**src/rtl/y_scale_coef_fetch.sv**
```systemverilog
// y_scale_coef_fetch: walks the vertical scaler position for one frame.
// For each output row it fetches a coefficient word from the y-scale ROM,
// then presents the source row index and coefficient with valid/ready.
// Optional feature: define Y_SCALE_CLAMP_EN to clamp the source row to src_h-1.
module y_scale_coef_fetch #(
    parameter int ADDR_WIDTH  = 10,
    parameter int DATA_WIDTH  = 32,
    parameter int ROW_WIDTH   = 12,
    parameter int FRAC_WIDTH  = 16,
    parameter int ROM_LATENCY = 1
) (
    input  logic                            clk,
    input  logic                            rst,
    input  logic                            start,
    input  logic [ROW_WIDTH-1:0]            dst_h,
    input  logic [ROW_WIDTH-1:0]            src_h,
    input  logic [ROW_WIDTH+FRAC_WIDTH-1:0] step,
    output logic                            busy,
    output logic                            done,
    output logic [ADDR_WIDTH-1:0]           rom_addr,
    input  logic [DATA_WIDTH-1:0]           rom_data,
    output logic                            o_valid,
    input  logic                            o_ready,
    output logic [ROW_WIDTH-1:0]            o_src_row,
    output logic [DATA_WIDTH-1:0]           o_coef,
    output logic                            o_last
);

    localparam int POS_WIDTH = ROW_WIDTH + FRAC_WIDTH;

    localparam logic [1:0] S_IDLE = 2'd0;
    localparam logic [1:0] S_ADDR = 2'd1;
    localparam logic [1:0] S_WAIT = 2'd2;
    localparam logic [1:0] S_OUT  = 2'd3;

    // Last count value of the WAIT phase (ROM_LATENCY is 1 or 2).
    localparam logic [1:0]           WAIT_LAST = 2'(ROM_LATENCY - 1);
    localparam logic [ROW_WIDTH-1:0] ROW_ONE   = ROW_WIDTH'(1);

    logic [1:0]           state;
    logic [1:0]           wait_cnt;
    logic [ROW_WIDTH-1:0] dst_h_q;
    logic [ROW_WIDTH-1:0] src_h_q;
    logic [ROW_WIDTH-1:0] row_cnt;
    logic [POS_WIDTH-1:0] step_q;
    logic [POS_WIDTH-1:0] pos;
    logic [ROW_WIDTH-1:0] pos_int;
    logic [ROW_WIDTH-1:0] src_row_next;
    logic                 handshake;

    assign busy      = (state != S_IDLE);
    assign handshake = o_valid && o_ready;
    assign pos_int   = pos[POS_WIDTH-1:FRAC_WIDTH];

`ifdef Y_SCALE_CLAMP_EN
    // Clamp the source row into [0, src_h-1]; an empty source maps to row 0.
    always_comb begin
        // NOTE: default assignment first so no path leaves the output unassigned (no latch).
        src_row_next = pos_int;
        if (src_h_q == '0) begin
            src_row_next = '0;
        end else if (pos_int > (src_h_q - ROW_ONE)) begin
            src_row_next = src_h_q - ROW_ONE;
        end
    end
`else
    // Without clamping the integer part of the position is used as-is.
    assign src_row_next = pos_int;

    // src_h is latched for interface compatibility but does not affect output.
    logic unused_src_h;
    assign unused_src_h = ^src_h_q;
`endif

    // Frame sequencer: ADDR -> WAIT (ROM latency) -> OUT (handshake) per row.
    always_ff @(posedge clk) begin
        if (rst) begin
            // NOTE: non-blocking assignments for all sequential state avoid evaluation-order races.
            state     <= S_IDLE;
            wait_cnt  <= '0;
            dst_h_q   <= '0;
            src_h_q   <= '0;
            step_q    <= '0;
            pos       <= '0;
            row_cnt   <= '0;
            done      <= 1'b0;
            rom_addr  <= '0;
            o_valid   <= 1'b0;
            o_src_row <= '0;
            o_coef    <= '0;
            o_last    <= 1'b0;
        end else begin
            done <= 1'b0;
            case (state)
                S_IDLE: begin
                    if (start) begin
                        dst_h_q <= dst_h;
                        src_h_q <= src_h;
                        step_q  <= step;
                        pos     <= '0;
                        row_cnt <= '0;
                        if (dst_h == '0) begin
                            done <= 1'b1;
                        end else begin
                            state <= S_ADDR;
                        end
                    end
                end
                S_ADDR: begin
                    rom_addr <= pos[FRAC_WIDTH-1 -: ADDR_WIDTH];
                    wait_cnt <= '0;
                    state    <= S_WAIT;
                end
                S_WAIT: begin
                    if (wait_cnt == WAIT_LAST) begin
                        o_coef    <= rom_data;
                        o_src_row <= src_row_next;
                        o_last    <= (row_cnt == (dst_h_q - ROW_ONE));
                        o_valid   <= 1'b1;
                        state     <= S_OUT;
                    end else begin
                        wait_cnt <= wait_cnt + 2'd1;
                    end
                end
                S_OUT: begin
                    if (handshake) begin
                        o_valid <= 1'b0;
                        pos     <= pos + step_q;
                        row_cnt <= row_cnt + ROW_ONE;
                        if (o_last) begin
                            done  <= 1'b1;
                            state <= S_IDLE;
                        end else begin
                            state <= S_ADDR;
                        end
                    end
                end
                default: state <= S_IDLE;
            endcase
        end
    end

endmodule

```
**config.mk**
```make
export PLATFORM = sky130hd
export DESIGN_NAME = y_scale_coef_fetch
export DESIGN_NICKNAME = d
export VERILOG_FILES = /design/src/rtl/y_scale_coef_fetch.sv
export SDC_FILE = /design/constraint.sdc
export NUM_CORES = 1
export LEC_CHECK = 0
export CAP_MARGIN = 20
export CORE_AREA = 2 2 127 129
export DETAILED_ROUTE_END_ITERATION = 8
export DIE_AREA = 0 0 129 131
export PLACE_DENSITY = 0.71
export SYNTH_ARGS = -nofsm -noshare
export SYNTH_HDL_FRONTEND = slang
export SYNTH_SLANG_ARGS = --single-unit
```
**constraint.sdc**
```tcl
create_clock -name clk -period 4.6 [get_ports clk]
set_input_delay 0.92 -clock clk [delete_from_list [all_inputs] [get_ports clk]]
set_output_delay 0.92 -clock clk [all_outputs]
set_load 0.02 [all_outputs]
```
==> tab_implementation.tex, run 1 <==
\begin{tabular}{lr}
\hline
Metric & Value \\
\hline
\multicolumn{2}{l}{\textbf{Power and ir drop}} \\
Worst VDD drop & 0.0002714 V \\
Power density over cell area & about 460 mW/mm2 \\
Overall power after layout & 4.125 mW \\
Total leakage power & 3.389 nW \\
\multicolumn{2}{l}{\textbf{Timing}} \\
Count of final max-slew check failures & 0 \\
Setup tns final & 0 ns \\
Worst clock skew & 0.007739 ns \\
Crit share post-route & 67.96\% \\
Rel. slew slack & 39.90\% \\
Worst setup margin & around 1.5 ns \\
Final hold slack & 0.4508 ns \\
Setup repair after global routing missed its margin & no \\
Min Tclk post-route & 3.126 ns \\
Setup violation total in the final timing report & 0 \\
Slew at the pin closest to its max-slew limit & 0.9011 ns \\
Endpoints failing hold & 0 \\
Timing-limited maximum frequency & 0.3199 GHz \\
\multicolumn{2}{l}{\textbf{Floorplan}} \\
Die span in x & roughly 130 um \\
Floorplan die area & 0.01690 mm2 \\
FP Rows & 46 \\
Core region area & about 0.016 mm2 \\
Die extent in y & around 130 um \\
Starting utilization of the core area & 44.24\% \\
Io pins & around 150 \\
\multicolumn{2}{l}{\textbf{Synth}} \\
Post-synthesis cell area & 0.006900 mm2 \\
Number of flops mapped to enable cells by yosys & 0 \\
Top area cells in the synthesized netlist & sky130\_fd\_sc\_hd\_\_dfxtp\_1 (41\%), sky130\_fd\_sc\_hd\_\_nand2\_1 (11\%), sky130\_fd\_sc\_hd\_\_a21oi\_1 (8.8\%) \\
Nets in the synthesized netlist & approximately 1000 \\
Area share of the largest cell type after synthesis & 40.91\% \\
Mapped Avg Cell Area & between 7 and 8 um2 \\
Sequential cell area fraction in the yosys report & 40.91\% \\
Async set-reset flop share out of synthesis & 0\% \\
Count of yosys warnings during synthesis & 0 \\
Top cell type by total area after synthesis & sky130\_fd\_sc\_hd\_\_dfxtp\_1 \\
List of most frequent post-synthesis cells & sky130\_fd\_sc\_hd\_\_nand2\_1 (209), sky130\_fd\_sc\_hd\_\_dfxtp\_1 (141), sky130\_fd\_sc\_hd\_\_a21oi\_1 (122), sky130\_fd\_sc\_hd\_\_nor2\_1 (67), sky130\_fd\_sc\_hd\_\_clkbuf\_1 (45) \\
Post-synthesis cell count & 872 \\
Most used flip-flop cell after synthesis & sky130\_fd\_sc\_hd\_\_dfxtp\_1 \\
Count leader, synth & sky130\_fd\_sc\_hd\_\_nand2\_1 \\
Distinct cells, synth & about 60 \\
Flops \& latches, synth & 141 \\
\multicolumn{2}{l}{\textbf{Place}} \\
DP Worst Slack & between 1 and 1.5 ns \\
Number of placed instances, taps included & 1178 \\
Placed standard-cell area & 0.008361 mm2 \\
Detailed Place HPWL & 11890 um \\
Last weighted congestion value of the routability-driven placer & 0.8811 \\
Number of buffers inserted by port buffering & approximately 130 \\
\multicolumn{2}{l}{\textbf{Setup path}} \\
Critical Path Sink Type & flip-flop \\
Startpoint of the worst setup timing path & start \\
Worst r2r path cells & 10 \\
Critical path class & primary input to flip-flop \\
Worst endpoint required time & 4.96 ns \\
Arr. time, crit path & about 3.5 ns \\
Startpoint types & primary input \\
CP Capture Point & pos[21] \\
Worst-path maximum fanout & 26 \\
Reg2reg start & step\_q[0] \\
Setup slack of the most critical reg-to-reg path & 1.70 ns \\
Worst R2R End & pos[26] \\
\multicolumn{2}{l}{\textbf{Route}} \\
Highest metal layer with signal wires & met4 \\
DR WL/cell & 14.31 um \\
DRC Markers & 0 \\
Drt total wl & between 15000 and 20000 um \\
Met3 wire length & 579 um \\
Routed wire length on met2 & roughly 8400 um \\
Antenna viol nets, final & 0 \\
M1 WL & 8067 um \\
Vias/cell & 5.164 \\
DRC marker count from the first detailed-route iteration & 358 \\
Overall via count from detail\_route & 6254 \\
Number of search-and-repair iterations in the first detailed-routing pass & 5 \\
\multicolumn{2}{l}{\textbf{Cells and area}} \\
Number of fill cells in the layout & 1470 \\
Fraction of final layout cells with drive strength greater than 1 & 4.925\% \\
Number of non-filler instances in the completed layout & around 1200 \\
Antenna Cells & 0 \\
Final net count & 1105 \\
Final core utilization & a little under three fifths \\
Post-route standard cell area excluding fillers & 0.008979 mm2 \\
Syn-to-layout area delta & 30.12\% \\
\multicolumn{2}{l}{\textbf{Worst hold path}} \\
Path category of the worst min-delay check & flip-flop to flip-flop \\
Cells on Worst Hold Path & 2 \\
\multicolumn{2}{l}{\textbf{Clocking}} \\
Insertion delay to the later sink of the worst-skew pair & 0.43 ns \\
Maximum clock insertion buffer count & 2 \\
Resized Gates After CTS & 0 \\
Clock tree from TritonCTS & built \\
Cell at the root of the clock tree & sky130\_fd\_sc\_hd\_\_clkbuf\_16 \\
Clock Sinks & 141 \\
Buffers inserted by post-CTS timing repair & 0 \\
Cts hold-fix bufs & 0 \\
CTS H-tree depth & 4 \\
Cts bufs inserted & 17 \\
Clock transition time at the flip-flop clock pins of the worst setup and hold paths & 0.06 ns \\
\multicolumn{2}{l}{\textbf{GRT}} \\
Antenna violations before repair & 0 \\
Vias in the first global route & 5797 \\
Global-route congestion overflow total & 0 \\
First-pass GRT wire length & about 28000 um \\
Global-route total usage across every layer & 20.87\% \\
Pin count of the biggest net entering global routing & 84 \\
\multicolumn{2}{l}{\textbf{Run status}} \\
Result of the run & complete, no violations \\
\multicolumn{2}{l}{\textbf{Run}} \\
Max-cap violation count & 0 \\
\hline
\end{tabular}
## area by class of cell
| type | instances | area [um2] | area share [%] |
|---|---|---|---|
| clock buffer | 21 | 470.5 | 5.240 |
| multi-input combinational | 662 | 3815 | 42.49 |
| inverter | 19 | 71.32 | 0.7943 |
| clock inverter | 11 | 140.1 | 1.561 |
| tap | 216 | 270.3 | 3.010 |
| sequential | 141 | 2823 | 31.44 |
| timing repair buffer | 141 | 1389 | 15.47 |
## power breakdown
| part | internal (mW) | leakage, nW | switching, mW | total, mW |
|---|---|---|---|---|
| clock | 0.891 | 0.291 | 0.524 | 1.42 |
| sequential | 1.36 | 1.14 | 0.0977 | 1.46 |
| combinational | 0.495 | 1.95 | 0.757 | 1.25 |
| total | 2.75 | 3.39 | 1.38 | 4.12 |
## how the worst min path moves through the flow
stage / endpoint / slack [ns] / start
2_1_floorplan: pos[4] / 0.44 / pos[4]
3_3_place_gp: o_coef[11] / 0.44 / o_coef[11]
3_5_place_dp: o_coef[20] / 0.45 / o_coef[20]
4_1_cts: o_coef[20] / 0.45 / o_coef[20]
5_1_grt: o_coef[7] / 0.47 / o_coef[7]
6_report: o_coef[1] / 0.45 / o_coef[1]
## flip-flops by register name (all words and copies together), names as in the netlist, 2 cells and up
name       flops
o_coef        32
pos           28
step_q        28
dst_h_q       12
o_src_row     12
row_cnt       12
rom_addr      10
state          2
wait_cnt       2
## critical path: stages
cell and delay, ns:
sky130_fd_sc_hd__clkdlybuf4s50_1 0.52, sky130_fd_sc_hd__and2_1 0.17, sky130_fd_sc_hd__buf_4 0.28, sky130_fd_sc_hd__o21a_1 0.47
sky130_fd_sc_hd__and2_0 0.79, sky130_fd_sc_hd__a32oi_1 0.19, sky130_fd_sc_hd__nor2_1 0.13
## cell usage in the layout, fill, tap and decap left out, types with 3 or more instances in the layout
| cell type | instances |
|---|---|
| sky130_fd_sc_hd__and3_1 | 4 |
| sky130_fd_sc_hd__clkdlybuf4s50_1 | 132 |
| sky130_fd_sc_hd__o21a_1 | 4 |
| sky130_fd_sc_hd__a22oi_1 | 14 |
| sky130_fd_sc_hd__xnor2_1 | 30 |
| sky130_fd_sc_hd__mux2i_1 | 13 |
| sky130_fd_sc_hd__nand4_1 | 15 |
| sky130_fd_sc_hd__ha_1 | 34 |
| sky130_fd_sc_hd__nor2b_1 | 9 |
| sky130_fd_sc_hd__clkbuf_8 | 3 |
| sky130_fd_sc_hd__xor2_1 | 15 |
| sky130_fd_sc_hd__nor3_1 | 10 |
| sky130_fd_sc_hd__clkbuf_16 | 17 |
| sky130_fd_sc_hd__a211oi_1 | 6 |
| sky130_fd_sc_hd__clkinvlp_4 | 4 |
| sky130_fd_sc_hd__nor4_1 | 3 |
| sky130_fd_sc_hd__o31ai_1 | 3 |
| sky130_fd_sc_hd__a21o_1 | 14 |
| sky130_fd_sc_hd__inv_1 | 18 |
| sky130_fd_sc_hd__o21ai_1 | 10 |
| sky130_fd_sc_hd__and2_1 | 4 |
| sky130_fd_sc_hd__o211ai_1 | 4 |
| sky130_fd_sc_hd__clkinv_2 | 4 |
| sky130_fd_sc_hd__nand3_1 | 11 |
| sky130_fd_sc_hd__a21oi_1 | 122 |
| sky130_fd_sc_hd__dfxtp_1 | 141 |
| sky130_fd_sc_hd__o21ai_0 | 15 |
| sky130_fd_sc_hd__nor2_1 | 67 |
| sky130_fd_sc_hd__nand2_1 | 209 |
| sky130_fd_sc_hd__buf_4 | 9 |
| sky130_fd_sc_hd__bufinv_16 | 3 |
| sky130_fd_sc_hd__or3_1 | 3 |
| sky130_fd_sc_hd__o21bai_1 | 7 |
| sky130_fd_sc_hd__a31oi_1 | 3 |
## logic make-up (layout without fill, tap and decap cells)
family,count (synthesis),count (layout),synth area share (%)
AND/OR/NAND/NOR,347,347,21.76
AO/OA/AOI/OAI,222,222,19.47
flip-flops,141,141,40.91
buffers and inverters,69,192,3.808
XOR/XNOR,45,45,5.712
adder cells (fa/ha/maj),35,35,6.455
multiplexers,13,13,1.886
## metal layers
layer	track usage (%)	vias to the layer above
li1	-	3211
met1	27.22	2914
met2	34.95	111
met3	4.520	18
met4	6.074	0
met5	0	-
No activity file was read; power rests on OpenSTA's default activity.
==> inputs of run 2 (changes only) <==
==> constraint.sdc (replaced) <==
create_clock -name clk -period 3.1 [get_ports clk]
set_input_delay 0.62 -clock clk [delete_from_list [all_inputs] [get_ports clk]]
set_output_delay 0.62 -clock clk [all_outputs]
set_load 0.02 [all_outputs]
==> run 2 against run 1 <==
Against the previous run: core utilization up 0.30 points; flip-flop and latch count unchanged; clock power increased by 49%; sequential power increased by 49%; setup slack got worse by 1.1 ns; critical endpoint is now pos[20]; clock-buffer cell count shrank 2; die area is the same; critical path depth is 3 higher; wire length shrank 1.0%; worst hold slack hardly changed; combinational power is 49% higher; global-route usage down 0.27 points; largest power group unchanged.
==> tab_implementation.tex, run 2 (synthesis gave the netlist of run 1 again) <==
\begin{tabular}{lr}
\hline
Metric & Value \\
\hline
\multicolumn{2}{l}{\textbf{Place}} \\
Number of buffers inserted by port buffering & 133 \\
Last weighted congestion value of the routability-driven placer & between 0.9 and 1 \\
Detailed Place HPWL & 11980 um \\
\multicolumn{2}{l}{\textbf{Cells and area}} \\
Multi-input gate area & around 0.0038 mm2 \\
Leading cell type in the layout, fill and taps excluded & sky130\_fd\_sc\_hd\_\_nand2\_1 \\
Register ranked first by flip-flop count & o\_coef \\
Largest registers in the final layout & o\_coef: 32 flops, pos: 28 flops, step\_q: 28 flops \\
Commonest non-fill, non-tap cells in the layout & sky130\_fd\_sc\_hd\_\_nand2\_1 (209), sky130\_fd\_sc\_hd\_\_dfxtp\_1 (141), sky130\_fd\_sc\_hd\_\_clkdlybuf4s50\_1 (132) \\
Fraction of final layout cells with drive strength greater than 1 & between 5 and 6\% \\
Area of all sequential standard cells & 0.002823 mm2 \\
Final net count & around 1100 \\
Number of fill cells in the layout & around 1400 \\
Syn-to-layout area delta & 30.81\% \\
Number of flip-flops in the largest register & 32 \\
Antenna Cells & 0 \\
\multicolumn{2}{l}{\textbf{Floorplan}} \\
FP Rows & 46 \\
Core region area & 0.01560 mm2 \\
Die span in x & 129 um \\
Die extent in y & 131 um \\
Starting utilization of the core area & around 44\% \\
Io pins & 146 \\
Floorplan die area & 0.01690 mm2 \\
\multicolumn{2}{l}{\textbf{Timing}} \\
Setup tns final & 0 ns \\
Setup violation total in the final timing report & 0 \\
Final hold slack & 0.4512 ns \\
Worst clock skew & 0.008295 ns \\
Min Tclk post-route & 2.743 ns \\
Crit share post-route & about nine tenths \\
Endpoints failing hold & 0 \\
Timing-limited maximum frequency & 0.3645 GHz \\
Count of final max-slew check failures & 0 \\
Setup repair after global routing missed its margin & no \\
Rel. slew slack & a little over half \\
Slew at the pin closest to its max-slew limit & 0.6878 ns \\
\multicolumn{2}{l}{\textbf{Run status}} \\
Result of the run & complete, no violations \\
\multicolumn{2}{l}{\textbf{GRT}} \\
Pin count of the biggest net entering global routing & 55 \\
GR met3 Demand/Resource & 3.746\% \\
Peak-usage layer in the global routing report & met2 \\
Global-route total usage across every layer & 20.60\% \\
Antenna violations before repair & 0 \\
Global-route congestion overflow total & 0 \\
Met1 track demand over resource & 26.41\% \\
First-pass GRT wire length & 27650 um \\
Met2 track utilization from global routing & between 30\% and 40\% \\
Vias in the first global route & 5832 \\
\multicolumn{2}{l}{\textbf{Setup path}} \\
Worst endpoint required time & 3.40 ns \\
Chain of cells forming the critical path & ha\_1 -> fa\_1 -> a211oi\_1 -> o211ai\_1 -> a41oi\_2 -> nor2\_1 -> a21oi\_2 -> o21bai\_1 -> xnor2\_1 -> o21ai\_1 \\
Worst-path maximum fanout & 4 \\
Critical path class & flip-flop to flip-flop \\
Critical Path Sink Type & flip-flop \\
Startpoint types & flip-flop \\
Arr. time, crit path & 3.05 ns \\
CP max stage cell & sky130\_fd\_sc\_hd\_\_fa\_1 \\
Max incr delay on CP & 0.43 ns \\
\multicolumn{2}{l}{\textbf{Clocking}} \\
Cts hold-fix bufs & 0 \\
Cell at the root of the clock tree & sky130\_fd\_sc\_hd\_\_clkbuf\_16 \\
Insertion delay to the later sink of the worst-skew pair & 0.42 ns \\
Resized Gates After CTS & 0 \\
Clock Sinks & 141 \\
Maximum clock insertion buffer count & 2 \\
Cts bufs inserted & 17 \\
CTS H-tree depth & 4 \\
Buffers inserted by post-CTS timing repair & 0 \\
Clock tree from TritonCTS & built \\
Clock transition time at the flip-flop clock pins of the worst setup and hold paths & about 0.060 ns \\
\multicolumn{2}{l}{\textbf{Route}} \\
Overall via count from detail\_route & between 6000 and 7000 \\
Drt total wl & 17160 um \\
DRC marker count from the first detailed-route iteration & 370 \\
Vias/cell & 5.143 \\
DRC Markers & 0 \\
DR WL/cell & $\sim$14 um \\
Antenna viol nets, final & 0 \\
Number of search-and-repair iterations in the first detailed-routing pass & 4 \\
\multicolumn{2}{l}{\textbf{Run}} \\
Max-cap violation count & 0 \\
\multicolumn{2}{l}{\textbf{Power and ir drop}} \\
Total leakage power & 3.414 nW \\
Worst VDD drop & about 0.00048 V \\
Power density over cell area & around 680 mW/mm2 \\
\multicolumn{2}{l}{\textbf{Worst hold path}} \\
Path category of the worst min-delay check & flip-flop to flip-flop \\
\hline
\end{tabular}
run 2: cell count changes in the layout (fill, tap and decap cells not counted), sizes merged:
cell and change:
buf +5, bufinv +1, clkbuf -2
run 2: path summary, 6_finish.rpt:
| path | cells after the start | slack (ns) | endpoint | start |
|---|---|---|---|---|
| min | 2 | 0.45 | o_coef[14] | o_coef[14] |
| max | 10 | 0.36 | pos[20] | step_q[0] |
| min reg2reg | 2 | 0.45 | o_coef[14] | o_coef[14] |
| max reg2reg | 10 | 0.36 | pos[20] | step_q[0] |
run 2: cell type report:
| class | count | share of cell area (%) |
|---|---|---|
| clock buffers | 19 | 4.907 |
| multi-input cells | 662 | 42.35 |
| inverters | 19 | 0.7901 |
| flip-flops and latches | 141 | 31.27 |
| clock inverters | 12 | 1.885 |
| repair buffers | 146 | 15.80 |
| well taps | 216 | 2.994 |
run 2: power breakdown:
part           internal [mW]  switching (mW)  total, mW
logic                  0.746            1.11       1.86
clock network           1.35           0.761       2.12
registers               2.02           0.148       2.17
total                   4.12            2.02       6.14
run 2: layer usage:
metal	up-vias	wire [um]
met5	-	0
met4	0	330
met3	23	476
met2	109	8537
met1	2892	7814
li1	3225	-
run 2: worst max-delay path: cells and delay by family, from the launching register on:
family,cells,cell delay (ns)
AOI/OAI and AO/OA,6,1.38
xor gates and xnor gates,1,0.16
adders and majority gates,2,0.66
DFF,1,0.32
and+or+nand+nor,1,0.11
run 2: stage by stage:
step                      utilization, %  setup WS [ns]  instances  power, mW  cell area [um2]
after floorplan                        -         0.7239        872      3.421             6900
after global placement             53.89         0.3453       1184      4.043             8406
after detailed placement           53.89         0.3105       1184      4.071             8406
after CTS                          57.82         0.2512       1215      6.203             9019
after global routing               57.87         0.1537       1215      6.492             9026
final                              57.87         0.3568       1215      6.143             9026
